--- config.mk ---
export PLATFORM = sky130hd
export DESIGN_NAME = imem_loader
export DESIGN_NICKNAME = d
export VERILOG_FILES = /design/src/rtl/imem_loader_pkg.sv /design/src/rtl/imem_word_assembler.sv /design/src/rtl/imem_loader.sv
export SDC_FILE = /design/constraint.sdc
export NUM_CORES = 1
export LEC_CHECK = 0
export CORE_AREA = 2 2 95 97
export CTS_CLUSTER_SIZE = 10
export DETAILED_ROUTE_END_ITERATION = 12
export DIE_AREA = 0 0 97 99
export GPL_TIMING_DRIVEN = 0
export PLACE_DENSITY = 0.87
export SLEW_MARGIN = 5
export SYNTH_ARGS = -nofsm -noshare
export SYNTH_HDL_FRONTEND = slang
export SYNTH_HIERARCHICAL = 1
export SYNTH_SLANG_ARGS = --single-unit
export TNS_END_PERCENT = 5
--- constraint.sdc ---
create_clock -name clk -period 3.28 [get_ports clk]
set_clock_uncertainty 0.1 [all_clocks]
set_input_delay 0.656 -clock clk [delete_from_list [all_inputs] [get_ports clk]]
set_output_delay 0.656 -clock clk [all_outputs]
set_load 0.03 [all_outputs]
--- src/rtl/imem_loader_pkg.sv ---
// rtl/imem_loader_pkg.sv - shared constants and state encoding for the IMEM loader
package imem_loader_pkg;

    localparam int IMEM_WORDS_DEF  = 256;
    localparam int ADDR_W_DEF      = 8;
    localparam int FRAME_HDR_BYTES = 2;

    localparam logic [2:0] ST_IDLE  = 3'd0;
    localparam logic [2:0] ST_LEN0  = 3'd1;
    localparam logic [2:0] ST_LEN1  = 3'd2;
    localparam logic [2:0] ST_DATA  = 3'd3;
    localparam logic [2:0] ST_CSUM  = 3'd4;
    localparam logic [2:0] ST_DONE  = 3'd5;
    localparam logic [2:0] ST_ERROR = 3'd6;

    typedef enum logic [2:0] {
        IDLE  = ST_IDLE,
        LEN0  = ST_LEN0,
        LEN1  = ST_LEN1,
        DATA  = ST_DATA,
        CSUM  = ST_CSUM,
        DONE  = ST_DONE,
        ERROR = ST_ERROR
    } load_state_t;

endpackage

--- src/rtl/imem_word_assembler.sv ---
// rtl/imem_word_assembler.sv - packs little-endian bytes into 32-bit words
module imem_word_assembler (
    input  logic        clk,
    input  logic        reset,
    input  logic        clear,
    input  logic        byte_valid,
    input  logic [7:0]  byte_data,
    output logic        word_valid,
    output logic [31:0] word_data
);

    logic [1:0]  lane;
    logic [23:0] shreg;

    // Fourth byte completes the word combinationally; the loader registers it.
    assign word_valid = byte_valid && (lane == 2'd3);
    assign word_data  = {byte_data, shreg};

    always_ff @(posedge clk) begin
        if (reset || clear) begin
            lane  <= 2'd0;
            shreg <= 24'd0;
        end else if (byte_valid) begin
            lane  <= lane + 2'd1;
            shreg <= {byte_data, shreg[23:8]};
        end
    end

endmodule

--- src/rtl/imem_loader.sv ---
// rtl/imem_loader.sv - byte-stream program loader writing IMEM and gating CPU reset
module imem_loader
    import imem_loader_pkg::*;
#(
    parameter int IMEM_WORDS = IMEM_WORDS_DEF,
    parameter int ADDR_W     = ADDR_W_DEF
) (
    input  logic              clk,
    input  logic              reset,
    input  logic              start,
    input  logic              in_valid,
    input  logic [7:0]        in_data,
    output logic              in_ready,
    output logic              imem_we,
    output logic [ADDR_W-1:0] imem_addr,
    output logic [31:0]       imem_wdata,
    output logic              cpu_reset,
    output logic              busy,
    output logic              done,
    output logic              error,
    output logic [ADDR_W:0]   words_loaded
);

    load_state_t     state, state_n;
    logic [7:0]      xor_acc;
    logic [7:0]      len_lo;
    logic [ADDR_W:0] len_words;
    logic [15:0]     frame_len;
    logic            accept;
    logic            start_load;
    logic            word_valid;
    logic [31:0]     word_data;
    logic            last_word;

    assign accept     = in_valid && in_ready;
    assign start_load = start && !busy;
    assign frame_len  = {in_data, len_lo};
    assign last_word  = word_valid && ((words_loaded + 1'b1) == len_words);

    imem_word_assembler u_asm (
        .clk        (clk),
        .reset      (reset),
        .clear      (start_load),
        .byte_valid (accept && (state == DATA)),
        .byte_data  (in_data),
        .word_valid (word_valid),
        .word_data  (word_data)
    );

    always_ff @(posedge clk) begin
        if (reset) state <= IDLE;
        else       state <= state_n;
    end

    always_comb begin
        state_n   = state;
        busy      = 1'b0;
        done      = 1'b0;
        error     = 1'b0;
        cpu_reset = 1'b1;
        case (state)
            IDLE, DONE, ERROR: if (start) state_n = LEN0;
            LEN0: if (accept) state_n = LEN1;
            LEN1: begin
                if (accept) begin
                    if (frame_len > 16'(IMEM_WORDS)) state_n = ERROR;
                    else if (frame_len == 16'd0)     state_n = CSUM;
                    else                             state_n = DATA;
                end
            end
            DATA: if (last_word) state_n = CSUM;
            CSUM: if (accept) state_n = (in_data == xor_acc) ? DONE : ERROR;
            default: state_n = IDLE;
        endcase
        case (state)
            LEN0, LEN1, DATA, CSUM: busy = 1'b1;
            DONE: begin
                done      = 1'b1;
                cpu_reset = 1'b0;
            end
            ERROR: error = 1'b1;
            default: ;
        endcase
        in_ready = busy;
    end

    always_ff @(posedge clk) begin
        if (reset) begin
            imem_we      <= 1'b0;
            imem_addr    <= '0;
            imem_wdata   <= 32'd0;
            words_loaded <= '0;
            xor_acc      <= 8'd0;
            len_lo       <= 8'd0;
            len_words    <= '0;
        end else begin
            imem_we <= word_valid;
            if (word_valid) begin
                imem_wdata   <= word_data;
                words_loaded <= words_loaded + 1'b1;
            end
            // Saturate on the last slot so a full-depth image leaves the index in range.
            if (imem_we && (imem_addr != ADDR_W'(IMEM_WORDS - 1)))
                imem_addr <= imem_addr + 1'b1;
            if (accept && (state != CSUM))
                xor_acc <= xor_acc ^ in_data;
            if (accept && (state == LEN0))
                len_lo <= in_data;
            if (accept && (state == LEN1))
                len_words <= frame_len[ADDR_W:0];
            if (start_load) begin
                imem_addr    <= '0;
                words_loaded <= '0;
                xor_acc      <= 8'd0;
            end
        end
    end

endmodule

[Word level (Yosys, flattened, before mapping)]
Index checks and enable logic that the tools add are counted.
Operators by class
  div/mod/pow operators: 0
  bitwise gates (word level): 1
  multiply operators: 0
  reductions and logical operators: 17
  mux-type cells: 13
  add/sub/neg operators: 3
  magnitude comparators: 1
  shift-type cells: 0
  eq/ne operators: 16
Operators with widths (count)
  $mux 3: 7
  $gt 16x9->1 const B: 1
  $logic_not 16->1: 1
  $pmux 3 s5: 1
  $ne 2x2->1 const B: 5
  $add 9x1->9 const B: 1
  $eq 3x3->1 const B: 3
  $eq 9x9->1: 1
  $logic_and 1x1->1: 9
  $add 8x1->8 const B: 1
  $eq 8x8->1: 1
  $ne 8x8->1 const B: 1
  $xor 8x8->8: 1
  $eq 3x2->1 const B: 2
  $reduce_and 5->1: 1
  $mux 1: 4
  $reduce_or 4->1: 1
  $eq 3x1->1 const B: 1
  $logic_not 3->1: 1
  $ne 3x3->1 const B: 1
  $reduce_or 3->1: 1
  $add 2x1->2 const B: 1
  $eq 2x2->1 const B: 1
  $mux 2: 1
  other kinds (3): 3
Storage, ports and cells
  RAM bits: 0
  word-level logic and storage cells: 61
  bits in read-only memories: 0
  input bits: 12
  register bits: 104
  bits in latches: 0
  output and inout port bits: 55
  memories kept: 0

[Logic depth before layout (Yosys ltp)]
Gate-level depths: netlist of run 1.
  depth after elaboration: 9
  depth in mapped cells: 12
  gate-level depth less buffers: 8

[By module]
Netlist of run 1, hierarchy kept.
Modules (own cells, without submodules)
  imem_loader: area an instance 3500.9 µm², cells each 391, instances 1, sequential area each 1561.5 µm²
  imem_word_assembler: area an instance 1039.7 µm², cells each 95, instances 1, sequential area each 520.5 µm²

[Worst setup path before layout of run 1]
OpenSTA, ideal clock, no wires.
  path type: input -> register
  from: input in_valid
  to: register state[1]
  data required time: 3.047 ns
  path slack: 0.654 ns
  path buffers: 3
  cell stages on the path: 10
  arrival time: 2.393 ns
  setup time: 0.133 ns
  cells stage by stage: nand2_1 nor2_1 buf_6 buf_6 and2_1 clkbuf_1 nand3_1 or4_4 o311ai_4 a31oi_1
On the way
  longest elaborated chain between the ends: 6
  elaborated cells between the ends (all ways): 9
  classes of those cells: eq/ne: 4; reduce/logical: 5
Ends and longest elaborated chain
  start, declared: line imem_loader.sv:11  | input logic in_valid,
  $logic_and 1x1->1: line imem_loader.sv:35  | assign accept = in_valid && in_ready;
  $logic_and 1x1->1: line imem_loader.sv:44  | .byte_valid (accept && (state == DATA)),
  $logic_and 1x1->1: line imem_word_assembler.sv:16  | assign word_valid = byte_valid && (lane == 2'd3);
  named net word_valid: line imem_loader.sv:31  | logic word_valid;
  $logic_and 1x1->1: line imem_loader.sv:38  | assign last_word = word_valid && ((words_loaded + 1'b1) == len_words);
  $ne 2x2->1 (no line)
  $reduce_and 5->1 (no line)
  end signal, assigned: line imem_loader.sv:52  | else state <= state_n;
  end, declared: line imem_loader.sv:24  | load_state_t state, state_n;
The timed path passes the listed nets, and every way through them passes these cells.
A chain may end at the register's enable or synchronous reset.

[Worst setup path in the final report of run 1]
Ends and elaborated chain as after synthesis.

==> results of run 1 <==
cell usage in the layout (no fill, tap or decap), types with 9 or more instances in the layout:
cell type and count:
dfxtp_1 104, nor2_1 96, mux2i_1 67, clkdlybuf4s50_1 66, nand2_1 39, xor2_1 30, xnor2_1 15, a21oi_1 14
nand3_1 12, buf_4 10, clkbuf_1 9, o21ai_0 9, clkbuf_8 9
path summary, 6_finish.rpt:
check,to,depth (start not counted),from,slack [ns]
max,state[1],11,in_valid,-0.02
min,len_words[1],2,len_words[1],0.38
max reg2reg,state[1],12,state[2],0.15
min reg2reg,len_words[1],2,len_words[1],0.38
registers in the layout, indices dropped and copies added (netlist names):
register and flops:
u_asm/shreg 24, imem_wdata 32, len_words 9, len_lo 8
u_asm/lane 2, imem_we 1, xor_acc 8, imem_addr 8
state 3, words_loaded 9
through the flow:
stage	total power, W	util [%]
finish	0.00283	64.9
CTS	0.00283	64.9
floorplan	0.00183	-
global placement	0.00197	62.4
global route	0.00294	64.9
detailed placement	0.00200	62.4
metal layers:
layer  wire (µm)  GRT usage, %  vias up
li1            -             -     1771
met1        4370          26.0     1758
met2        5180          37.8      122
met3         531          4.68       26
met4         255          9.86        0
met5           0             0        -
cell families after synthesis:
kind of cell    synth area share (%)
xor+xnor                        8.68
flops                           45.9
fa+ha+maj                      0.827
simple gates                    18.6
mux                             14.8
compound gates                  5.59
buf+inv                         5.65
cell type report:
type / count / area (µm²) / share of cell area [%]
multi-input combinational: 342 / 2200 / 39.7
sequential: 104 / 2080 / 37.5
timing repair buffer: 66 / 661 / 11.9
buffer: 37 / 248 / 4.46
tap: 108 / 135 / 2.43
clock buffer: 9 / 124 / 2.23
clock inverter: 7 / 87.6 / 1.58
inverter: 3 / 11.3 / 0.203
worst reg2reg max path, cell delays in order (launching register included):
cell and delay, ns:
dfxtp_1 0.33, clkbuf_1 0.23, inv_1 0.17, nand2_1 0.15, nor2_1 0.16, buf_6 0.17, buf_6 0.19, and2_1 0.14
clkbuf_1 0.30, nand3_1 0.14, or4_4 0.51, o311ai_4 0.29, a31oi_1 0.12
power by group through the flow:
stage / clock network [W] / logic (W) / registers, W
final: 0.000842 / 0.000634 / 0.00135
after global routing: 0.000902 / 0.000688 / 0.00135
after CTS: 0.000848 / 0.000628 / 0.00135
after detailed placement: 0 / 0.000624 / 0.00138
after global placement: 0 / 0.000601 / 0.00137
after floorplan: 0 / 0.000461 / 0.00137
==> run metrics, run 1 <==
outcome complete, but fails checks; violated checks negative setup slack; CP max stage delay approximately 0.58 ns; DR vias around 3700; critical path type in2reg; clock power share 29.8%; Setup Fix Bufs, Post-CTS 0; total track usage about 22%; Synth cell types 47; chip height approximately 100 µm; logic gate share of total power around 23%; Clock Tree Root clkbuf_8; DRT antenna net count 0; sequential area share after synthesis a little under half; fmax ~300 MHz; largest net degree at the start of global routing 20; drt wl/cell approximately 15 µm; NetSw about 0.00088 W; # diodes 0; Reg power frac between 40% and 50%; IO Pins 67; Placer Congestion about 0.86; fillers roughly 670; final instance area 5550 µm²; delay-heaviest family, CP buffers and inverters; MaxCap Viol Count 0; TritonRoute pass-1 iters 5; Area Overhead vs Synth 22.2%; WHS 0.376 ns; Yosys top cell by area dfxtp_1; detailed-route DRC error count 0; Post-synth ARST share 0%; Avg Vias per Cell between 5 and 6; synthesis warning total 6; Worst-Margin Slew about 0.78 ns; Longest Clk Path Bufs 2; Syn Area/Cell approximately 9.3 µm²; Netlist Area Pre-Place 4540 µm²; Rows 34; Post-DP HPWL 7.42 mm; Inserted Clock Buffers 9; Max Transition Viols Final 0; Die X between 90 and 100 µm; CP Max Fanout 10; final worst path period share 101%; core footprint between 8000 and 9000 µm²; Most used DFF post-synth dfxtp_1; placed instance area 5340 µm²; Hold WC Path Type reg2reg; Reg clk slew, reported paths about 0.10 ns; pre-CTS setup slack -0.402 ns; Buf/Inv on CP 4; Post-synth EDFFs 0; WP data arrival 3.45 ns; RSZ-0062 raised after global routing true; initial antenna violation count 0; setup TNS -0.0407 ns; CP Data Required Time 3.43 ns; first-pass GRT wire length 16.9 mm; most frequent cell on the critical path buf_6; Die ar. approximately 9600 µm²; top cells by area, synth dfxtp_1 (46%), mux2i_1 (15%), nor2_1 (7.9%), xor2_1 (5.8%), nand2_1 (3.2%); Slew HR between 40 and 50%; Final #Nets 578; CTS sink count approximately 100; cts repair resizes 0; CP endpoint kind flop; # hold bufs at CTS 0; crit path max-delay cell type clkdlybuf4s50_1; worst vdd rail ir drop 0.306 mV; Total Wirelength 10.3 mm; worst setup margin -0.0214 ns; GRT overflow 0; Sw Share around 31%; Synth top area share 45.9%; Starting Density roughly 53%; syn nets roughly 500; dpl cells 660; most instantiated library cell after synthesis dfxtp_1; Clock Latency Late Sink 0.37 ns; CP Launch Type input pin; Leak ~1.9 nW; vias in the first global route 3592; final std cells w/o fill between 600 and 700; DRT iter0 DRCs between 150 and 200; worst-path cell chain clkdlybuf4s50_1, nand2_1, nor2_1, buf_6, buf_6, and2_1, clkbuf_1, nand3_1, or4_4, o311ai_4, a31oi_1; Post-synth top cells dfxtp_1 (104), nor2_1 (96), mux2i_1 (67); fraction of layout cells with a size suffix above 1 9.51%; input/output buffers 66; Synth Instances 486; setup violators final 3; CTS tree yes; H-tree depth 3; post-layout min period approximately 3.3 ns; Yosys reg bits between 100 and 150; Internal 0.00194 W; Final Hold Fails 0; total power divided by cell area approximately 500 nW/µm²
Note: power is estimated with default switching activity, not from simulation.
==> run 2: changes to the inputs <==
- clock period: 3.28 -> 3.7 ns (I/O delays scaled with it)
==> run 2 against run 1 <==
  * The run now ends clean
  * Hold slack hardly changed
  * Largest power group unchanged
  * Total power is 11% lower
  * Sequential cell count stayed put
  * Highest routed layer unchanged
  * Core utilization hardly changed
  * Design area hardly changed
==> run metrics, run 2 (synthesized netlist as in run 1, its figures left out) <==
r2r endpoint state[1]; Top reg by flops imem_wdata; critical path type in2reg; most frequent cell on the critical path buf_6; worst-path cell chain clkdlybuf4s50_1, nand2_1, nor2_1, buf_6, buf_6, and2_1, clkbuf_1, nand3_1, or4_4, o311ai_4, a31oi_1; setup violators final 0 (-3); Slew HR 47.8% (-0.12 points); first-pass GRT wire length 16.9 mm (unchanged); Routed met3 length 519 µm (-2.3%); fillers 670 (-0.15%); post-layout min period ~3.4 ns; met2 wire len 5.16 mm (-0.42%); vias in the first global route 3592 (unchanged); final worst path period share about nine tenths; setup TNS 0 ns (+0.0407 ns); R2R cell count 12 (unchanged); outcome finished, final reports clean; Max Transition Viols Final 0 (unchanged); TritonRoute pass-1 iters 4 (-1); # hold bufs at CTS 0 (unchanged); Hold WC Path Type reg2reg; Total Wirelength 10.3 mm (-0.61%); max layer used met4; Final #Nets 578 (unchanged); placed instance area 5340 µm² (unchanged); detailed-route DRC error count 0 (unchanged); largest registers imem_wdata (32), u_asm/shreg (24); MaxCap Viol Count 0 (unchanged); DR vias 3620 (-1.6%); Leak 1.91 nW (-0.36%); CP Data Required Time 3.85 ns (+0.42 ns); M1 WL 4.38 mm (+0.25%); core footprint 8550 µm² (unchanged); drt wl/cell 15.2 µm (-0.61%); Setup Fix Bufs, Post-CTS 0 (unchanged); Area Overhead vs Synth 22.2% (about the same); Final Hold Fails 0 (unchanged); final core utilization 64.9% (about the same); dpl cells 660 (unchanged); Inserted Clock Buffers 9 (unchanged); chip height 99 µm (unchanged); # diodes 0 (unchanged); max reg flops 32 (unchanged); CP endpoint kind flop; fmax roughly 300 MHz; input/output buffers 66 (unchanged); CTS sink count 104 (unchanged); crit path max-delay cell type clkdlybuf4s50_1; total power divided by cell area 451 nW/µm² (-11%); Avg Vias per Cell 5.36 (-1.6%); Rows 34 (unchanged); IO Pins 67 (unchanged); FF-to-FF setup slack 0.58 ns (+0.43 ns); WP data arrival 3.52 ns (+0.07 ns); Longest Clk Path Bufs 2 (unchanged); worst vdd rail ir drop 0.272 mV (-11%); total track usage 21.8% (unchanged); Die ar. 9600 µm² (unchanged); Die X 97 µm (unchanged); Critical Path Sink state[1]; Final Total Pwr 0.00250 W (-11%); final instance area 5550 µm² (about the same); commonest non-fill, non-tap cell in the layout dfxtp_1; reg2reg start state[2]; fraction of layout cells with a size suffix above 1 9.15% (-0.35 points); CP max stage delay 0.57 ns (about the same); final std cells w/o fill 676 (unchanged); Reg clk slew, reported paths 0.10 ns (about the same); critical path startpoint in_valid; CP Max Fanout 10 (unchanged); Placer Congestion 0.862 (unchanged); CP Launch Type input pin; GRT overflow 0 (unchanged); Clock Latency Late Sink 0.37 ns (about the same); cts repair resizes 0 (unchanged); Starting Density 53.1% (unchanged); Clock Tree Root clkbuf_8; H-tree depth 3 (unchanged); initial antenna violation count 0 (unchanged); Post-DP HPWL 7.42 mm (unchanged); DRT iter0 DRCs 203 (+4.6%); RSZ-0062 raised after global routing false; most frequent cells in the layout dfxtp_1 (104), nor2_1 (96), mux2i_1 (67); Worst-Margin Slew 0.784 ns (+0.00187 ns); CTS tree yes; largest net degree at the start of global routing 20 (unchanged); DRT antenna net count 0 (unchanged)
[run 2: power by group]
group	total (W)	switching (W)	leakage [nW]	internal [W]
sequential	0.00120	0.0000339	0.839	0.00116
clock	0.000746	0.000418	0.101	0.000328
combinational	0.000561	0.000329	0.974	0.000231
[run 2: area by class of cell]
class	instances	area (µm²)	area share [%]
Buffer	37	245	4.42
Clock inverter	7	87.6	1.58
Sequential cell	104	2080	37.5
Clock buffer	9	124	2.23
Multi-Input combinational cell	342	2200	39.7
Tap cell	108	135	2.44
Inverter	3	11.3	0.203
Timing Repair Buffer	66	661	11.9
[run 2: worst min-delay path by stage]
stage | slack (ns) | cells after the start | startpoint | end
2_1_floorplan | 0.34 | 2 | len_lo[3] | len_words[3]
3_3_place_gp | 0.36 | 2 | len_lo[6] | len_words[6]
3_5_place_dp | 0.36 | 2 | len_words[1] | len_words[1]
4_1_cts | 0.38 | 2 | len_words[1] | len_words[1]
5_1_grt | 0.41 | 2 | len_lo[6] | len_words[6]
6_report | 0.38 | 2 | len_words[1] | len_words[1]
[run 2: layer usage]
layer	global-route usage [%]	vias to the layer above
met4	9.86	0
met2	37.8	101
met3	4.68	17
met1	26.0	1730
met5	0	-
li1	-	1772
[run 2: worst max-delay path, delay by kind of cell]
kind | cells | cell delay (ns)
buffers and inverters | 4 | 1.24
AOI/OAI and AO/OA | 2 | 0.41
and+or+nand+nor | 5 | 1.13
[run 2: per-stage QoR]
stage / setup slack [ns] / hold slack (ns)
6_report: 0.335 / 0.377
5_1_grt: 0.143 / 0.411
4_1_cts: 0.347 / 0.376
3_5_place_dp: -0.0662 / 0.361
3_3_place_gp: 0.0206 / 0.358
2_1_floorplan: 0.990 / 0.344
